[config.mk]
export PLATFORM = sky130hd
export DESIGN_NAME = load_store_unit
export DESIGN_NICKNAME = d
export VERILOG_FILES = /design/src/rtl/load_store_unit.sv
export SDC_FILE = /design/constraint.sdc
export NUM_CORES = 1
export LEC_CHECK = 0
export BUFFER_PORTS_ARGS = -buffer_cell sky130_fd_sc_hd__buf_2
export CAP_MARGIN = 10
export CORE_MARGIN = 2
export CORE_UTILIZATION = 48
export CTS_BUF_LIST = sky130_fd_sc_hd__clkbuf_4 sky130_fd_sc_hd__clkbuf_8 sky130_fd_sc_hd__clkbuf_16
export CTS_CLUSTER_SIZE = 14
export DETAILED_ROUTE_END_ITERATION = 8
export PLACE_DENSITY = 0.88
export SYNTH_ARGS = -nofsm -noshare
export SYNTH_HDL_FRONTEND = slang
export SYNTH_SLANG_ARGS = --single-unit
[constraint.sdc]
create_clock -name clk -period 2.3 [get_ports clk]
set_clock_uncertainty 0.1 [all_clocks]
set_input_delay 0.46 -clock clk [delete_from_list [all_inputs] [get_ports clk]]
set_output_delay 0.46 -clock clk [all_outputs]
set_load 0.02 [all_outputs]
[src/rtl/load_store_unit.sv]
// rtl/load_store_unit.sv - load/store unit bridging core memory ops to a valid/ready memory port
// Optional: LSU_MISALIGN_TRAP_EN traps misaligned H/W accesses instead of force-aligning them.
module load_store_unit #(
    parameter int TIMEOUT_CYCLES = 16
) (
    input  logic        clk,
    input  logic        reset,
    input  logic        req,
    input  logic        we,
    input  logic [2:0]  funct3,
    input  logic [31:0] busAddr,
    input  logic [31:0] busWData,
    output logic [31:0] busRData,
    output logic        stall,
    output logic        done,
    output logic        err,
    output logic        m_valid,
    input  logic        m_ready,
    output logic [31:0] m_addr,
    output logic        m_we,
    output logic [3:0]  m_be,
    output logic [31:0] m_wdata,
    input  logic        m_rvalid,
    input  logic [31:0] m_rdata
);

    localparam int CW = $clog2(TIMEOUT_CYCLES) + 1;
    localparam logic [CW-1:0] LAST_CNT = CW'(TIMEOUT_CYCLES - 1);

    typedef enum logic [1:0] {IDLE, ADDR, RDATA, DONE} state_t;

    state_t        state;
    logic          op_we;
    logic [2:0]    op_funct3;
    logic [1:0]    op_off;
    logic [CW-1:0] counter;

    logic          req_byte;
    logic          req_half;
    logic          trap;
    logic [1:0]    eff_off;
    logic [3:0]    req_be;
    logic [31:0]   req_wdata;
    logic [31:0]   shifted;
    logic [31:0]   load_data;

    // Decode of the incoming request; effective offset is the naturally aligned lane.
    always_comb begin
        req_byte  = (funct3 == 3'b000) || (funct3 == 3'b100);
        req_half  = (funct3 == 3'b001) || (funct3 == 3'b101);
        eff_off   = 2'b00;
        req_be    = 4'b1111;
        req_wdata = busWData;
        if (req_byte) begin
            eff_off   = busAddr[1:0];
            req_be    = 4'b0001 << eff_off;
            req_wdata = {4{busWData[7:0]}};
        end else if (req_half) begin
            eff_off   = {busAddr[1], 1'b0};
            req_be    = 4'b0011 << eff_off;
            req_wdata = {2{busWData[15:0]}};
        end
    end

`ifdef LSU_MISALIGN_TRAP_EN
    assign trap = req_half ? busAddr[0] : (!req_byte && (busAddr[1:0] != 2'b00));
`else
    assign trap = 1'b0;
`endif

    always_comb begin
        shifted = m_rdata >> {op_off, 3'b000};
        case (op_funct3)
            3'b000:  load_data = {{24{shifted[7]}}, shifted[7:0]};
            3'b100:  load_data = {24'h0, shifted[7:0]};
            3'b001:  load_data = {{16{shifted[15]}}, shifted[15:0]};
            3'b101:  load_data = {16'h0, shifted[15:0]};
            default: load_data = m_rdata;
        endcase
    end

    assign stall = req && (state != DONE) && !reset;

    always_ff @(posedge clk) begin
        if (reset) begin
            state     <= IDLE;
            op_we     <= 1'b0;
            op_funct3 <= 3'b000;
            op_off    <= 2'b00;
            counter   <= '0;
            busRData  <= 32'h0;
            done      <= 1'b0;
            err       <= 1'b0;
            m_valid   <= 1'b0;
            m_we      <= 1'b0;
            m_addr    <= 32'h0;
            m_be      <= 4'b0000;
            m_wdata   <= 32'h0;
        end else begin
            done <= 1'b0;
            err  <= 1'b0;
            case (state)
                IDLE: begin
                    if (req) begin
                        op_we     <= we;
                        op_funct3 <= funct3;
                        op_off    <= eff_off;
                        if (trap) begin
                            state <= DONE;
                            done  <= 1'b1;
                            err   <= 1'b1;
                        end else begin
                            state   <= ADDR;
                            m_valid <= 1'b1;
                            m_we    <= we;
                            m_addr  <= {busAddr[31:2], 2'b00};
                            m_be    <= req_be;
                            m_wdata <= req_wdata;
                        end
                    end
                end
                ADDR: begin
                    if (m_ready) begin
                        m_valid <= 1'b0;
                        m_we    <= 1'b0;
                        counter <= '0;
                        if (op_we) begin
                            state <= DONE;
                            done  <= 1'b1;
                        end else begin
                            state <= RDATA;
                        end
                    end
                end
                RDATA: begin
                    if (m_rvalid) begin
                        busRData <= load_data;
                        state    <= DONE;
                        done     <= 1'b1;
                    end else if (counter == LAST_CNT) begin
                        // Abandoned load returns zero so the core never sees stale data.
                        busRData <= 32'h0;
                        state    <= DONE;
                        done     <= 1'b1;
                        err      <= 1'b1;
                    end else begin
                        counter <= counter + CW'(1);
                    end
                end
                DONE: begin
                    state   <= IDLE;
                    counter <= '0;
                end
                default: state <= IDLE;
            endcase
        end
    end

endmodule
# Word level (Yosys, flattened, before mapping)
# Cells that the tools add are included.
word_totals:
  reg_bits: 115
  in_bits: 105
  out_inout_bits: 105
  wordCells: 80
classes:
  n_addsub: 1
  n_eq_ne: 16
  n_shift: 3
  muxes: 29
  bitwise_logic: 1
  n_reduce_logical: 17
op_table:
  columns: ["op", "n"]
  rows:
  - ["32-bit 2-to-1 mux", 4]
  - ["32-bit one-hot mux with 4 select lines", 1]
  - ["32-bit by 5-bit right shift with 16-bit output", 1]
  - ["5-bit 2-to-1 mux", 3]
  - ["5-bit one-hot mux with 3 select lines", 1]
  - ["3-bit equality test (second input constant)", 4]
  - ["2-bit 2-to-1 mux", 6]
  - ["2-bit inequality test (second input constant)", 5]
  - ["1-bit 2-to-1 mux", 8]
  - ["4-bit 2-to-1 mux", 2]
  - ["2-bit one-hot mux with 4 select lines", 1]
  - ["3-bit by 1-bit equality test with 1-bit output (second input constant)", 2]
  - ["3-bit zero test", 2]
  - ["1-bit one-hot mux with 2 select lines", 3]
  - ["3-bit AND reduction", 2]
  - ["5-bit by 1-bit adder with 5-bit output (second input constant)", 1]
  - ["5-bit by 4-bit equality test with 1-bit output (second input constant)", 1]
  - ["2-bit equality test (second input constant)", 2]
  - ["2-bit AND reduction", 2]
  - ["4-bit AND reduction", 1]
  - ["2-bit nonzero test", 2]
  - ["1-bit by 2-bit left shift with 4-bit output (first input constant)", 1]
  - ["2-bit by 2-bit left shift with 4-bit output (first input constant)", 1]
  - ["3-bit inequality test (second input constant)", 1]
  - ["8 further kinds", 10]

# Depth between registers and ports, before layout
logic_depth:
  depth_word: 4
  depth_mapped: 8

# Worst setup path before layout
# OpenSTA, ideal clock, no wires.
synth_timing:
  kind: "reg-to-reg"
  start: "register counter[0]"
  end: "register counter[2]"
  setup_time_ps: 132
  arrival_ps: 1768
  slack_ps: 300
  path_stages_with_launch: 9
  path_buffers: 1
  synth_period_minus_slack_ps: 2000
  cell_sequence: "dfxtp_1 -> ha_1 -> and3_1 -> ha_1 -> o21ai_1 -> clkbuf_1 -> a21oi_1 -> o21ai_0 -> a21oi_1"
synth_via:
  elab_chain_len: 4
synth_lines:
  columns: ["item", "line", "source"]
  rows:
  - ["from (decl)", "36", "logic [CW-1:0] counter;"]
  - ["from (signal assigned)", "147", "counter <= counter + CW'(1);"]
  - ["5-bit by 1-bit adder with 5-bit output", "147", null]
  - ["5-bit 2-to-1 mux", "140", "end else if (counter == LAST_CNT) begin"]
  - ["5-bit 2-to-1 mux", "136", "if (m_rvalid) begin"]
  - ["5-bit one-hot mux with 3 select lines", "102", "case (state)"]
# Parallel ways exist; a longest one is shown, timed or not. The select of a mux whose other input is x is not followed.
# A chain may end at the register's enable or synchronous reset.

# Worst setup path in the final report
layout_timing:
  start: "register counter[0]"
  end: "register busRData[13]"
layout_via:
  elab_chain_len: 3
layout_lines:
  columns: ["item", "line", "source"]
  rows:
  - ["5-bit by 4-bit equality test with 1-bit output", "140", null]
  - ["2-bit nonzero test (no source line)", null, null]
  - ["2-bit AND reduction (no source line)", null, null]
  - ["to (signal assigned)", "137", "busRData <= load_data;"]
  - ["to (decl)", "13", "output logic [31:0] busRData,"]
# No other way between the ends.

==> impl_metrics.toml <==
[clock_network]
cts_buffers = 17
cts_tree = "done"
htree_levels = 4
cts_setup_buffers = 0
root_buffer = "clkbuf_8"
ctsResizeCount = 0
cts_hold_buf = 0
clock_latency_ns = 0.50
clk_pin_slew_worst_paths_ns = 0.06
cts_sinks = 115
clockBufferDepth = 2

[floorplan]
core_sq_mm = 0.01032
die_x_microns = 106.9
dieArea_sq_mm = 0.01144
io_pins = 210
placementRows = 37
start_util = 0.4927
die_height_microns = 106.9

[sta]
fmax_mhz = 470.4
fin_tns_setup_ns = 0
finalSetupViolCount = 0
relSlewSlack = 0.6081
tightest_slew_ns = 0.5878
min_period_ns = 2.126
hold_viol = 0
drv_slew = 0
period_share = 0.9243
rsz0062_at_grt = "no"

[drt]
dr_total_vias = 5210
wl_met1_microns = 5767
drt_iter0_markers = 350
detail_route.wl_per_cell_microns = 15.68
route.met3.wl_microns = 1352
wirelength_microns = 14880
wl_met2_microns = 7436
drc_errors = 0
top_layer = "met4"
ant_nets = 0
dr.pass1.iters = 6
vias_per_cell = 5.490

[yosys]
avgSynthCellArea_sq_um = 8.365
synth_cells = 608
ys_types = 46
synthFlopType = "dfxtp_1"
synth_edf_count = 0
synth_area_sq_mm = 0.005086
ys_seq_elements = 115
yosysSeqAreaShare = 0.4526
async_reset_ff_frac = 0
yosysWarnings = 0

[placed_design]
io_buffers = 207
hpwlAfterDp_microns = 10600
gp_congestion = 0.8413
dp_cells = 916

[setup_path]
path_common_cell = "ha_1"
cp_slowest_cell = "dfxtp_1"
crit_family = "compound AO/OA/AOI/OAI gates"
r2r_slack_ns = 0.17
cp.buffers_inverters = 1
r2r_end = "busRData[13]$_SDFFE_PP0P_"
path_cells = "ha_1, and3_1, ha_1, o21ai_2, buf_4, a22oi_1, o221ai_1"
cp-end-kind = "flip-flop"
path_class = "reg -> reg"
worst-path-stages = 7
crit_path_max_incr_delay_ns = 0.34
required_ns = 2.61
crit_fanout = 29
r2r_cells = 7
cp.arrival_ns = 2.44
startpoint_type = "flip-flop"
r2r-start = "counter[0]$_SDFFE_PP0P_"

[run_status]
outcome = "finished clean"

[worst_hold_path]
whs_path_depth = 3
hp-class = "in -> reg"
min_to = "m_addr[31]$_SDFFE_PP0P_"
min_from = "busAddr[31]"

[cells_and_area]
final_cell_mix = "buf_2 (206), nand2_1 (127), dfxtp_1 (115), a21oi_1 (72), nor2_1 (39)"
post-route-util = 0.6587
areaGrowthSynthToFinish_pct = 33.70
finalNonFillerCells = 949
final_common_cell = "buf_2"
drive_gt1_frac = 0.3399
final_nets = 911

[pwr]
ir_worst_vdd_v = 0.0007542
p_per_area_mw_per_mm2 = 1130
leakagePower_uw = 0.003057

[global_route]
grt_pass1_vias = 4981
antenna_found_initial = 1
grt_pass1_wl_microns = 23810
grt_max_degree = 58
grt_usage = 0.2597
grt_remaining_overflow = 0

[job]
cap_viol_max_count = 0
==> metal layers <==
layer,track usage,vias to the layer above
met3,0.07416,30
met1,0.3080,2375
li1,-,2536
met5,0,-
met4,0.1067,0
met2,0.4409,269
==> worst max path at each step <==
stage,start,to
floorplan,counter[0]$_SDFFE_PP0P_,counter[2]$_SDFFE_PP0P_
global placement,counter[0]$_SDFFE_PP0P_,busRData[12]$_SDFFE_PP0P_
detailed placement,counter[0]$_SDFFE_PP0P_,busRData[13]$_SDFFE_PP0P_
CTS,counter[0]$_SDFFE_PP0P_,busRData[13]$_SDFFE_PP0P_
global route,counter[0]$_SDFFE_PP0P_,busRData[13]$_SDFFE_PP0P_
finish,counter[0]$_SDFFE_PP0P_,busRData[13]$_SDFFE_PP0P_
==> logic make-up after synthesis <==
group,share of synthesized area
simple gates,0.1643
compound gates,0.2458
flops,0.4526
buf+inv,0.05191
mux,0.06740
fa+ha+maj,0.01722
other cells,0.0007373
==> where the power goes <==
part,leakage [uW],internal (uW),switching (uW),total [uW]
Combinational,0.00184,881,1580,2470
Clock,0.000277,1660,970,2630
Sequential,0.000940,2370,219,2590
==> tightest hold or removal path: stages <==
cell	delay [ns]
buf_2	0.10
nand2_1	0.04
a21oi_1	0.05
==> area by class of cell <==
type / count / area, sq um
clock buffers: 17 / 414.1
fillers: 883 / 3523
clock inverters: 15 / 181.4
well taps: 136 / 170.2
multi-input cells: 435 / 2531
inverters: 10 / 37.54
repair buffers: 220 / 1161
flip-flops and latches: 115 / 2302
diodes: 1 / 2.502
==> sequential cells by signal (all words and copies together), names as in the netlist, 2 cells and up <==
| signal | count |
|---|---|
| op_funct3 | 3 |
| busRData | 32 |
| op_off | 2 |
| m_wdata | 32 |
| m_be | 4 |
| m_addr | 30 |
| counter | 5 |
| state | 2 |
==> synth_stat cells (2+ instances only) <==
cell type	n	area, sq um
buf_2	13	65.06
nand2b_1	5	31.28
a22oi_1	31	232.7
and2_1	2	12.51
nor3b_1	3	22.52
nand3_1	11	55.05
inv_1	8	30.03
o21ai_2	10	87.58
a31oi_1	2	12.51
buf_4	5	37.54
a31o_2	6	52.55
clkinv_1	2	7.510
nand2_1	128	480.5
nor2_1	39	146.4
dfxtp_1	115	2302
mux2i_1	32	320.3
o221ai_1	8	70.07
a211oi_1	12	90.09
o21ai_0	28	140.1
nand3b_1	2	15.01
ha_1	7	87.58
o211ai_1	8	60.06
buf_1	3	11.26
a311oi_1	8	70.07
clkbuf_1	27	101.4
or3_1	2	12.51
a21oi_1	72	360.4
==> metrics by stage <==
step                area [sq um]  setup slack [ns]  total power, uW  hold slack, ns
floorplan                   5090            0.3001             4277          0.3503
global placement            6202            0.3061             5020          0.3277
detailed placement          6202            0.1902             5077          0.3379
CTS                         6798            0.1875             7703         0.08510
global route                6800           0.04271             8087         0.07960
finish                      6800            0.1740             7684         0.09547
(Power assumes the default switching activity.)
